File: src/rtl/shift_pkg.sv
// rtl/shift_pkg.sv - shared state encoding and operation constants for shift_seq_unit
package shift_pkg;

    typedef enum logic [1:0] {
        IDLE = 2'd0,
        RUN  = 2'd1,
        DONE = 2'd2
    } state_t;

    // sel encoding
    localparam logic SHIFT_LOG = 1'b0;  // logical shift, zero fill
    localparam logic SHIFT_ROT = 1'b1;  // rotate

    // dir encoding
    localparam logic DIR_LEFT  = 1'b0;  // toward MSB
    localparam logic DIR_RIGHT = 1'b1;  // toward LSB

endpackage

File: src/rtl/shift_step.sv
// rtl/shift_step.sv - one-position combinational shift/rotate step
// Ports: din  - N-bit input word
//        sel  - SHIFT_LOG (zero fill) or SHIFT_ROT (wrap the outgoing bit)
//        dir  - DIR_LEFT or DIR_RIGHT
//        dout - din moved by exactly one position
module shift_step
    import shift_pkg::*;
#(
    parameter int N = 8
) (
    input  logic [N-1:0] din,
    input  logic         sel,
    input  logic         dir,
    output logic [N-1:0] dout
);

    logic fill;

    always_comb begin
        fill = 1'b0;
        dout = din;
        if (dir == DIR_LEFT) begin
            // The bit leaving at the MSB re-enters at the LSB when rotating.
            fill = (sel == SHIFT_ROT) ? din[N-1] : 1'b0;
            dout = {din[N-2:0], fill};
        end else begin
            fill = (sel == SHIFT_ROT) ? din[0] : 1'b0;
            dout = {fill, din[N-1:1]};
        end
    end

endmodule

File: src/rtl/shift_seq_unit.sv
// rtl/shift_seq_unit.sv - sequential shifter/rotator, one position per clock
// Ports: clk   - clock, rising edge
//        rst_n - synchronous active-low reset
//        start - request, sampled only in IDLE
//        A     - N-bit operand, captured on accepted start
//        B     - shift amount ($clog2(N) bits), captured on accepted start
//        sel   - SHIFT_LOG / SHIFT_ROT, captured on accepted start
//        dir   - DIR_LEFT / DIR_RIGHT, captured on accepted start
//        busy  - high whenever the FSM is not IDLE
//        done  - one-cycle pulse, Aout valid
//        Aout  - result register, updated only on entry to DONE
module shift_seq_unit
    import shift_pkg::*;
#(
    parameter int N = 8
) (
    input  logic                 clk,
    input  logic                 rst_n,
    input  logic                 start,
    input  logic [N-1:0]         A,
    input  logic [$clog2(N)-1:0] B,
    input  logic                 sel,
    input  logic                 dir,
    output logic                 busy,
    output logic                 done,
    output logic [N-1:0]         Aout
);

    localparam int BW = $clog2(N);

    state_t          state;
    logic [N-1:0]    data_q;
    logic [BW-1:0]   cnt_q;
    logic            sel_q;
    logic            dir_q;
    logic [N-1:0]    step_out;

    shift_step #(.N(N)) u_step (
        .din  (data_q),
        .sel  (sel_q),
        .dir  (dir_q),
        .dout (step_out)
    );

    // busy and done are registered alongside the state so no input reaches
    // an output combinationally.
    always_ff @(posedge clk) begin
        if (!rst_n) begin
            state  <= IDLE;
            data_q <= '0;
            cnt_q  <= '0;
            sel_q  <= 1'b0;
            dir_q  <= 1'b0;
            busy   <= 1'b0;
            done   <= 1'b0;
            Aout   <= '0;
        end else begin
            case (state)
                IDLE: begin
                    done <= 1'b0;
                    if (start) begin
                        data_q <= A;
                        cnt_q  <= B;
                        sel_q  <= sel;
                        dir_q  <= dir;
                        busy   <= 1'b1;
                        state  <= RUN;
                    end
                end
                RUN: begin
                    if (cnt_q != '0) begin
                        data_q <= step_out;
                        cnt_q  <= cnt_q - BW'(1);
                    end else begin
                        Aout  <= data_q;
                        done  <= 1'b1;
                        state <= DONE;
                    end
                end
                DONE: begin
                    // start is deliberately not looked at here.
                    done  <= 1'b0;
                    busy  <= 1'b0;
                    state <= IDLE;
                end
                default: begin
                    done  <= 1'b0;
                    busy  <= 1'b0;
                    state <= IDLE;
                end
            endcase
        end
    end

endmodule

File: config.mk
export PLATFORM = sky130hd
export DESIGN_NAME = shift_seq_unit
export DESIGN_NICKNAME = d
export VERILOG_FILES = /design/src/rtl/shift_pkg.sv /design/src/rtl/shift_step.sv /design/src/rtl/shift_seq_unit.sv
export SDC_FILE = /design/constraint.sdc
export NUM_CORES = 1
export LEC_CHECK = 0
export CAP_MARGIN = 20
export CELL_PAD_IN_SITES_DETAIL_PLACEMENT = 1
export CELL_PAD_IN_SITES_GLOBAL_PLACEMENT = 1
export CORE_MARGIN = 4
export CORE_UTILIZATION = 36
export CTS_BUF_LIST = sky130_fd_sc_hd__clkbuf_2
export DETAILED_ROUTE_END_ITERATION = 10
export GPL_ROUTABILITY_DRIVEN = 0
export PLACE_DENSITY_LB_ADDON = 0.1
export SYNTH_ARGS = -nofsm -noshare
export SYNTH_HDL_FRONTEND = slang
export SYNTH_SLANG_ARGS = --single-unit
File: constraint.sdc
create_clock -name clk -period 1.5 [get_ports clk]
set_clock_uncertainty 0.05 [all_clocks]
set_input_delay 0.375 -clock clk [delete_from_list [all_inputs] [get_ports clk]]
set_output_delay 0.375 -clock clk [all_outputs]
set_load 0.01 [all_outputs]
## Word level (Yosys, flattened, before mapping)

Index checks and enable logic that the tools add are counted.

| word-level totals | value |
|---|---|
| register bits | 25 |
| input bits | 16 |
| output and inout bits | 10 |
| logic and storage cells | 38 |

| operators by class | value |
|---|---|
| $add $sub $neg | 1 |
| eq/ne operators | 4 |
| mux-type cells | 14 |
| bitwise gates (word level) | 2 |
| reductions and logical operators | 9 |

Operators by type and width:

| kind | number |
|---|---|
| 8-bit 2-to-1 mux | 3 |
| 8-bit case mux with 2 select lines | 1 |
| 2-bit AND reduction | 5 |
| 3-bit 2-to-1 mux | 2 |
| 2-bit != test (second input constant) | 3 |
| 3-bit case mux with 2 select lines | 1 |
| 2-bit 2-to-1 mux | 2 |
| 2-bit case mux with 2 select lines | 1 |
| 1-bit 2-to-1 mux | 3 |
| 3-bit AND reduction | 1 |
| 3-bit nonzero test | 1 |
| 3-bit by 1-bit subtractor with 3-bit output (second input constant) | 1 |
| 2-bit by 1-bit == test with 1-bit output (second input constant) | 1 |
| 2-bit zero test | 1 |
| 1-bit NOT | 2 |
| 1-bit case mux with 2 select lines | 1 |
| 2-bit nonzero test | 1 |

## Logic depth before layout (Yosys ltp)

Gate-level depths: netlist of run 1.

| depth | value |
|---|---|
| depth in word-level cells | 4 |
| gate-level depth with buffers | 6 |
| mapped depth without buffers | 5 |

## Hierarchy

From an unflattened synthesis of run 1, not the netlist that was laid out.

| unflattened totals | value |
|---|---|
| cell total of the unflattened synthesis | 132 |
| area total of the unflattened synthesis | 1285.0 µm² |

By module, submodules not included:

| module | times used | cells each | area each (µm²) |
|---|---|---|---|
| shift_seq_unit | 1 | 119 | 1157.4 |
| shift_step | 1 | 13 | 127.6 |

## Worst setup path after synthesis of run 1

No wires, ideal clock.

| timing | value |
|---|---|
| path kind | reg-to-reg |
| from | register cnt_q[0] |
| to | register cnt_q[2] |
| setup time | 0.069 ns |
| arrival time | 1.411 ns |
| required time | 1.381 ns |
| slack | -0.030 ns |
| cell stages (with the launch flop) | 7 |
| path buffers | 1 |
| period minus slack after synthesis | 1.530 ns |
| cell sequence | dfxtp_1 inv_1 ha_1 and3b_4 or3b_4 buf_6 o21ai_1 |

| on the way | value |
|---|---|
| longest elaborated chain between the ends | 3 |
| elaborated cells between the ends (all ways) | 6 |

Ends and longest elaborated chain:

| element | line | text |
|---|---|---|
| from (decl) | shift_seq_unit.sv:33 | `logic [BW-1:0] cnt_q;` |
| from (signal assigned) | shift_seq_unit.sv:73 | `cnt_q <= cnt_q - BW'(1);` |
| 3-bit by 1-bit subtractor with 3-bit output or 3-bit nonzero test (tied branches) | shift_seq_unit.sv:73, shift_seq_unit.sv:71 |  |
| 3-bit 2-to-1 mux or 2-bit != test (tied branches) | - |  |
| 3-bit case mux with 2 select lines or 3-bit AND reduction (tied branches) | - |  |

Several ways; a longest one is shown, not always the timed one. The select of a mux whose other input is x is not followed.
A chain may end at the register's enable or synchronous reset.

## Worst setup path after layout of run 1

| timing | value |
|---|---|
| from | register cnt_q[1] |
| to | register cnt_q[1] |

Same word-level chain as after synthesis.

==> results of run 1 <==
## layout make-up
class	count	area [um^2]	share of cell area
Inverter	5	18.77	0.01118
Multi-Input combinational cell	74	663.1	0.3949
Timing Repair Buffer	44	405.4	0.2414
Tap cell	44	55.05	0.03279
Clock buffer	4	20.02	0.01192
Sequential cell	25	516.7	0.3077
## registers in the layout (all words and copies together) (netlist names)
signal  count
done        1
sel_q       1
cnt_q       3
dir_q       1
busy        1
state       2
Aout        8
data_q      8
## worst max-delay path: cells and delay by family (launching register included)
family | cells | cell delay [ps]
DFF | 1 | 390
buffers and inverters | 2 | 210
and+or+nand+nor | 2 | 590
adders and majority gates | 1 | 150
AOI/OAI and AO/OA | 1 | 100
## cell usage in the layout, fill, tap and decap left out
cell and count:
a21oi_1 4, a221oi_1 1, a311oi_1 1, and2_1 1, and3b_4 1, and4bb_2 1
buf_12 2, buf_4 17, clkbuf_2 4, clkdlybuf4s50_1 15, dfxtp_1 12, dfxtp_2 13
dlygate4sd2_1 10, ha_1 1, ha_4 1, inv_1 3, inv_2 2, mux2_2 6
mux2i_1 17, nand2_1 1, nand2b_1 1, nor2_1 3, nor2b_1 13, nor3b_1 4
nor4bb_1 1, o211ai_1 2, o21a_2 1, o21ai_2 1, o21bai_1 1, o2bb2ai_1 3
o2bb2ai_2 5, o311ai_0 1, o31ai_1 2, or3b_4 1
## final timing paths
path | from | to | slack [ps] | cells past startpoint
worst max-delay path | cnt_q[1]$_SDFFE_PN0P_ | cnt_q[1]$_SDFFE_PN0P_ | -50 | 6
worst max register to register | cnt_q[1]$_SDFFE_PN0P_ | cnt_q[1]$_SDFFE_PN0P_ | -50 | 6
worst min register to register | data_q[6]$_SDFFE_PN0P_ | data_q[6]$_SDFFE_PN0P_ | 460 | 1
worst min-delay path | data_q[6]$_SDFFE_PN0P_ | data_q[6]$_SDFFE_PN0P_ | 460 | 1
## what timing repair did
| action | 4_1_cts | 5_1_grt |
|---|---|---|
| gates resized for setup | 28 | 5 |
| cloned | 0 | 0 |
| endpoints found under the hold margin | 0 | 0 |
| setup buffers | 3 | 0 |
| setup endpoints to repair | 22 | 17 |
| pin swaps | 3 | 1 |
## power by group
group | internal, mW | switching, mW | total, mW
clock network | 0.0704 | 0.201 | 0.272
logic | 0.364 | 0.267 | 0.631
registers | 0.750 | 0.0821 | 0.832
## logic make-up (layout without fill, tap and decap cells)
kind of cell / count (synthesis) / in the layout / share of synthesized area
AOI/OAI and AO/OA: 22 / 22 / 0.1413
buffers and inverters: 12 / 53 / 0.05313
and+or+nand+nor: 27 / 27 / 0.1573
muxes: 23 / 23 / 0.2019
adders and majority gates: 2 / 2 / 0.02125
DFF: 25 / 25 / 0.4251
## metal layers
layer	track usage	share of wire
met5	0	0
met4	0.03886	0.0058
met3	0.02906	0.033
met2	0.2807	0.50
met1	0.1876	0.47
==> run metrics, run 1 <==
chip height=65.19 um; Initial Util=0.3794; Worst Slack Setup Final=-47.90 ps; max-slew violations=0; Final TNS setup=-391.6 ps; clock tree buffer depth=2; RSZ-0062 raised after global routing=yes; status=finished with violations; DRC Markers=0; DR iter-0 viols=18; fin crit share=1.032; violated checks=negative setup slack; min Tclk post-route=1548 ps; Post-Synthesis Cells=111; Post-synth top cells=dfxtp_1 (25), mux2i_1 (17), nor2b_1 (13), o2bb2ai_1 (8), mux2_2 (6); LEAKAGE=0.6860 nW; TritonCTS buffer count=3; fin nets=171; chip width=65.19 um; vias in the first global route=1,107; count leader, synth=dfxtp_1; worst ir drop on vdd=0.4402 mV; drt wl/cell=15.85 um; drt pass-1 iters=3; vias per inst=5.102; clk sinks=25; Cell Pwr Density=1033 mW/mm^2; Post-synth ARST share=0; WS Path Type=reg -> reg; fmax=0.6460 GHz; Tot GR Track Use=0.1553; worst hold path class=reg -> reg; Setup crit start kind=flip-flop; fin util=0.5411; Syn Std Cell Area=0.001177 mm^2; number of fill cells=366; Synth area leaders=dfxtp_1 (43%), mux2i_1 (14%), nor2b_1 (6.9%); CTS tree=done; Seq cells post-synth=25; CP max FO=8; post-synthesis sequential area ratio=0.4251; Post-DP Area=0.001587 mm^2; actual slew at the worst max-slew pin=382.4 ps; DRT antenna net count=0; crit end category=flip-flop; row count=20; gr ovfl total=0; Post-synth EDFFs=0; Finished Layout Cells=196; Placed Instances=189; DP HPWL=2290 um; total power=1.735 mW; worst path cell trace=inv_2 -> ha_4 -> and3b_4 -> or3b_4 -> buf_12 -> o2bb2ai_2; largest net degree at the start of global routing=17; top-area cell type share of the netlist area=0.4251; Worst-path clk slew=240 ps; final wirelength=3107 um; WP data arrival=1780 ps; peak per-stage delay on the critical path=410 ps; Distinct cells, synth=28; htree depth=1; clock latency on the worst-skew pair=330 ps; setup slack at placement=-330.4 ps; design area=0.001679 mm^2; Hold Worst Slack=460.4 ps; first-pass GRT wire length=5133 um; Max-slew headroom=0.7418; syn nets=129; layout cells sized above 1=0.3618; Max Cap Viol=0; setup violators final=11; port bufs=25; vias=1,000; initial antenna violation count=0; # hold bufs at CTS=0; antenna cells=0; worst endpoint required time=1740 ps; Fin. Hold Viols=0; # IOs=26; die footprint=0.004250 mm^2; Core Region=0.003103 mm^2; Synth area leader=dfxtp_1; Syn-to-layout area delta=42.61%; CTS Root Cell=clkbuf_2; ys flop type=dfxtp_1; synthesized area per cell=10.61 um^2; Syn. warnings=0; crit path max-delay cell type=or3b_4
Power figures use the tool's default switching activity.
==> run 2: changes to the inputs <==
SYNTH_HIERARCHICAL = 1   (was not set)
==> run 2 against run 1 <==
The run still ends with negative setup slack left. Final area rose by 7.7%. Worst setup slack got worse by 12 ps. Hold slack got worse by 34 ps. Critical path depth rose by 2. Final cell count rose by 12%. Non-clock buffer count rose by 1. Wire length rose by 10%. Area after synthesis rose by 9.1%. Sequential share of layout area fell by 2.3 points. Clock-buffer cell count fell by 1. Register-to-register slack barely moved. Total power rose by 7.6%. Largest cell class unchanged. Highest routed layer unchanged.
==> run metrics, run 2 <==
layout cells sized above 1=0.3526 (-0.009241); row count=21 (+5.0%); syn nets=150 (+16%); LEAKAGE=0.8034 nW (+17%); post-synthesis sequential area ratio=0.3895 (-0.03560); most frequent cells in the layout=nand2_1 (23), buf_4 (17), clkdlybuf4s50_1 (15); Fin. Hold Viols=0 (unchanged); worst path cell trace=inv_2 -> ha_4 -> nor2b_4 -> a211oi_2 -> buf_4 -> buf_16 -> nand2_4 -> a21boi_2; top-area cell type share of the netlist area=0.3895 (-0.03560); worst hold path class=reg -> reg; Syn. warnings=6 (+6); Tot GR Track Use=0.1653 (+0.009975); Cell Pwr Density=1032 mW/mm^2 (-0.12%); clock latency on the worst-skew pair=370 ps (+40 ps); Synth area leaders=dfxtp_1 (39%), nand2_1 (8.8%), mux2i_1 (8.6%); Distinct cells, synth=31 (+11%); fmax=0.6409 GHz (-0.80%); DP HPWL=2245 um (-2.0%); CTS tree=done; actual slew at the worst max-slew pin=296.9 ps (-85.58 ps); port bufs=25 (unchanged); fin crit share=1.040 (+0.008291); # hold bufs at CTS=0 (unchanged); count leader, synth=nand2_1; Max-slew headroom=0.7964 (+0.05463); initial antenna violation count=0 (unchanged); min Tclk post-route=1560 ps (+12.44 ps); Worst path top cell family by delay=flip-flops; Worst Slack Setup Final=-60.34 ps (-12.44 ps); Post-Synthesis Cells=132 (+19%); Reg2Reg Depth=8 (+2); clk sinks=25 (unchanged); setup violators final=9 (-2); Post-synth top cells=nand2_1 (30), dfxtp_1 (25), mux2i_1 (11), o211a_1 (9), a21boi_0 (8); worst endpoint required time=1760 ps (+20 ps); Largest regs=Aout (8), data_q (8), cnt_q (3); DRT antenna net count=0 (unchanged); Seq cells post-synth=25 (unchanged); power share of the clock group=0.149 (-0.007); worst ir drop on vdd=0.3481 mV (-21%); CTS Root Cell=clkbuf_2; Sw Share=0.3356 (+0.01830); Final TNS setup=-409.7 ps (-18.12 ps); die footprint=0.004589 mm^2 (+8.0%); gr ovfl total=0 (unchanged); Worst-path clk slew=270 ps (+30 ps); Setup crit start kind=flip-flop; WS Path Type=reg -> reg; first-pass GRT wire length=5575 um (+8.6%); Initial Util=0.3791 (about the same); ys flop type=dfxtp_1; Buf/Inv on CP=3 (+1); DR iter-0 viols=25 (+7); synthesized area per cell=9.735 um^2 (-8.2%); Post-synth EDFFs=0 (unchanged); largest net degree at the start of global routing=26 (+9); CP Depth=8 (+2); vias in the first global route=1,171 (+5.8%); # IOs=26 (unchanged); Reg power frac=0.445 (-0.035); Pint=1.241 mW (+4.7%); peak per-stage delay on the critical path=400 ps (about the same); combinational fraction of design power=0.406 (+0.042); total power=1.867 mW (+7.6%); Post-synth ARST share=0 (unchanged); Core Region=0.003390 mm^2 (+9.2%); drt pass-1 iters=4 (+1); clock tree buffer depth=2 (unchanged); WP data arrival=1820 ps (+40 ps); Worst Hold Depth=2 (+1); Synth area leader=dfxtp_1; Syn Std Cell Area=0.001285 mm^2 (+9.1%); Placed Instances=210 (+11%); chip height=67.75 um (+3.9%); htree depth=1 (unchanged); crit end category=flip-flop; TritonCTS buffer count=3 (unchanged); vias=1,091 (+9.1%); Max Cap Viol=0 (unchanged); vias per inst=4.982 (-2.4%); drt wl/cell=15.68 um (-1.1%); antenna cells=0 (unchanged); DRC Markers=0 (unchanged); crit path max-delay cell type=dfxtp_2; final wirelength=3433 um (+10%); Syn-to-layout area delta=40.80%; commonest non-fill, non-tap cell in the layout=nand2_1; Switch Pwr=626.6 uW (+14%); max-slew violations=0 (unchanged); CP max FO=5 (-3); fin nets=192 (+12%); RSZ-0062 raised after global routing=yes; violated checks=negative setup slack; status=finished with violations; chip width=67.75 um (+3.9%); Finished Layout Cells=219 (+12%)
-- run 2: cell types whose count changed in the layout (fill, tap and decap cells not counted), sizes merged, moves of 6 or more --
| cell | change |
|---|---|
| nand2 | +29 |
| a21boi | +10 |
| o211a | +9 |
| nor2b | -8 |
| o2bb2ai | -8 |
| clkdlybuf4s15 | +7 |
| dlygate4sd2 | -7 |
| mux2i | -6 |
-- run 2: layout make-up --
cell class | count | area, um^2
clock buffer | 3 | 15.01
timing repair buffer | 45 | 441.7
sequential | 25 | 515.5
inverter | 4 | 15.01
clock inverter | 1 | 7.507
fill | 374 | 1580
multi-input combinational | 95 | 757.0
tap | 46 | 57.56
-- run 2: what timing repair did --
| item | in CTS | in global routing |
|---|---|---|
| gates resized for setup | 32 | 25 |
| gates cloned | 2 | 0 |
| pin swaps | 2 | 1 |
| buffers inserted | 3 | 1 |
| setup endpoints to repair | 29 | 25 |
-- run 2: worst paths after layout --
check,from,end,slack (ps)
worst min-delay path,Aout[2]$_SDFFE_PN0P_,Aout[2]$_SDFFE_PN0P_,430
worst max register to register,cnt_q[1]$_SDFFE_PN0P_,cnt_q[2]$_SDFFE_PN0P_,-60
worst min register to register,Aout[2]$_SDFFE_PN0P_,Aout[2]$_SDFFE_PN0P_,430
worst max-delay path,cnt_q[1]$_SDFFE_PN0P_,cnt_q[2]$_SDFFE_PN0P_,-60
-- run 2: cells by family after synthesis --
| family | after synthesis | share of synthesized area |
|---|---|---|
| flip-flops | 25 | 0.3895 |
| multiplexers | 18 | 0.1646 |
| buffers and inverters | 12 | 0.07107 |
| AND/OR/NAND/NOR | 47 | 0.1792 |
| adder cells (fa/ha/maj) | 2 | 0.01947 |
| AO/OA/AOI/OAI | 28 | 0.1762 |
-- run 2: metrics by stage --
stage | setup WS, ps | hold slack, ps | utilization | cell area (um^2)
final | -60.34 | 426.2 | 0.5338 | 1809
after global routing | -186.3 | 448.8 | 0.5338 | 1809
after CTS | -27.99 | 439.2 | 0.5257 | 1782
after detailed placement | -265.9 | 409.3 | 0.4880 | 1654
after global placement | -199.5 | 401.4 | 0.4880 | 1654
after floorplan | 17.26 | 394.2 | - | 1285
-- run 2: layer usage --
layer / global-route usage / vias up / routed length [um]
met4: 0.07848 / 0 / 61
met3: 0.03328 / 6 / 152
met1: 0.1944 / 531 / 1486
li1: - / 535 / -
met5: 0 / - / 0
met2: 0.2843 / 19 / 1733
-- run 2: power by group through the flow --
stage | Combinational, mW | Clock, mW | Sequential, mW
after floorplan | 0.398 | 0 | 0.824
after global placement | 0.595 | 0 | 0.833
after detailed placement | 0.613 | 0 | 0.837
after CTS | 0.742 | 0.296 | 0.831
after global routing | 0.829 | 0.319 | 0.846
final | 0.757 | 0.278 | 0.832
-- run 2: worst reg2reg max path: stages (launching register included) --
cell and delay (ps):
dfxtp_2 400, inv_2 50, ha_4 150, nor2b_4 120
a211oi_2 220, buf_4 200, buf_16 140, nand2_4 50
a21boi_2 120
==> run 3: changes to the inputs <==
CTS_CLUSTER_SIZE = 14   (was not set)
==> results of run 3 <==
Final layout, timing and power as in run 2 (identical DEF).
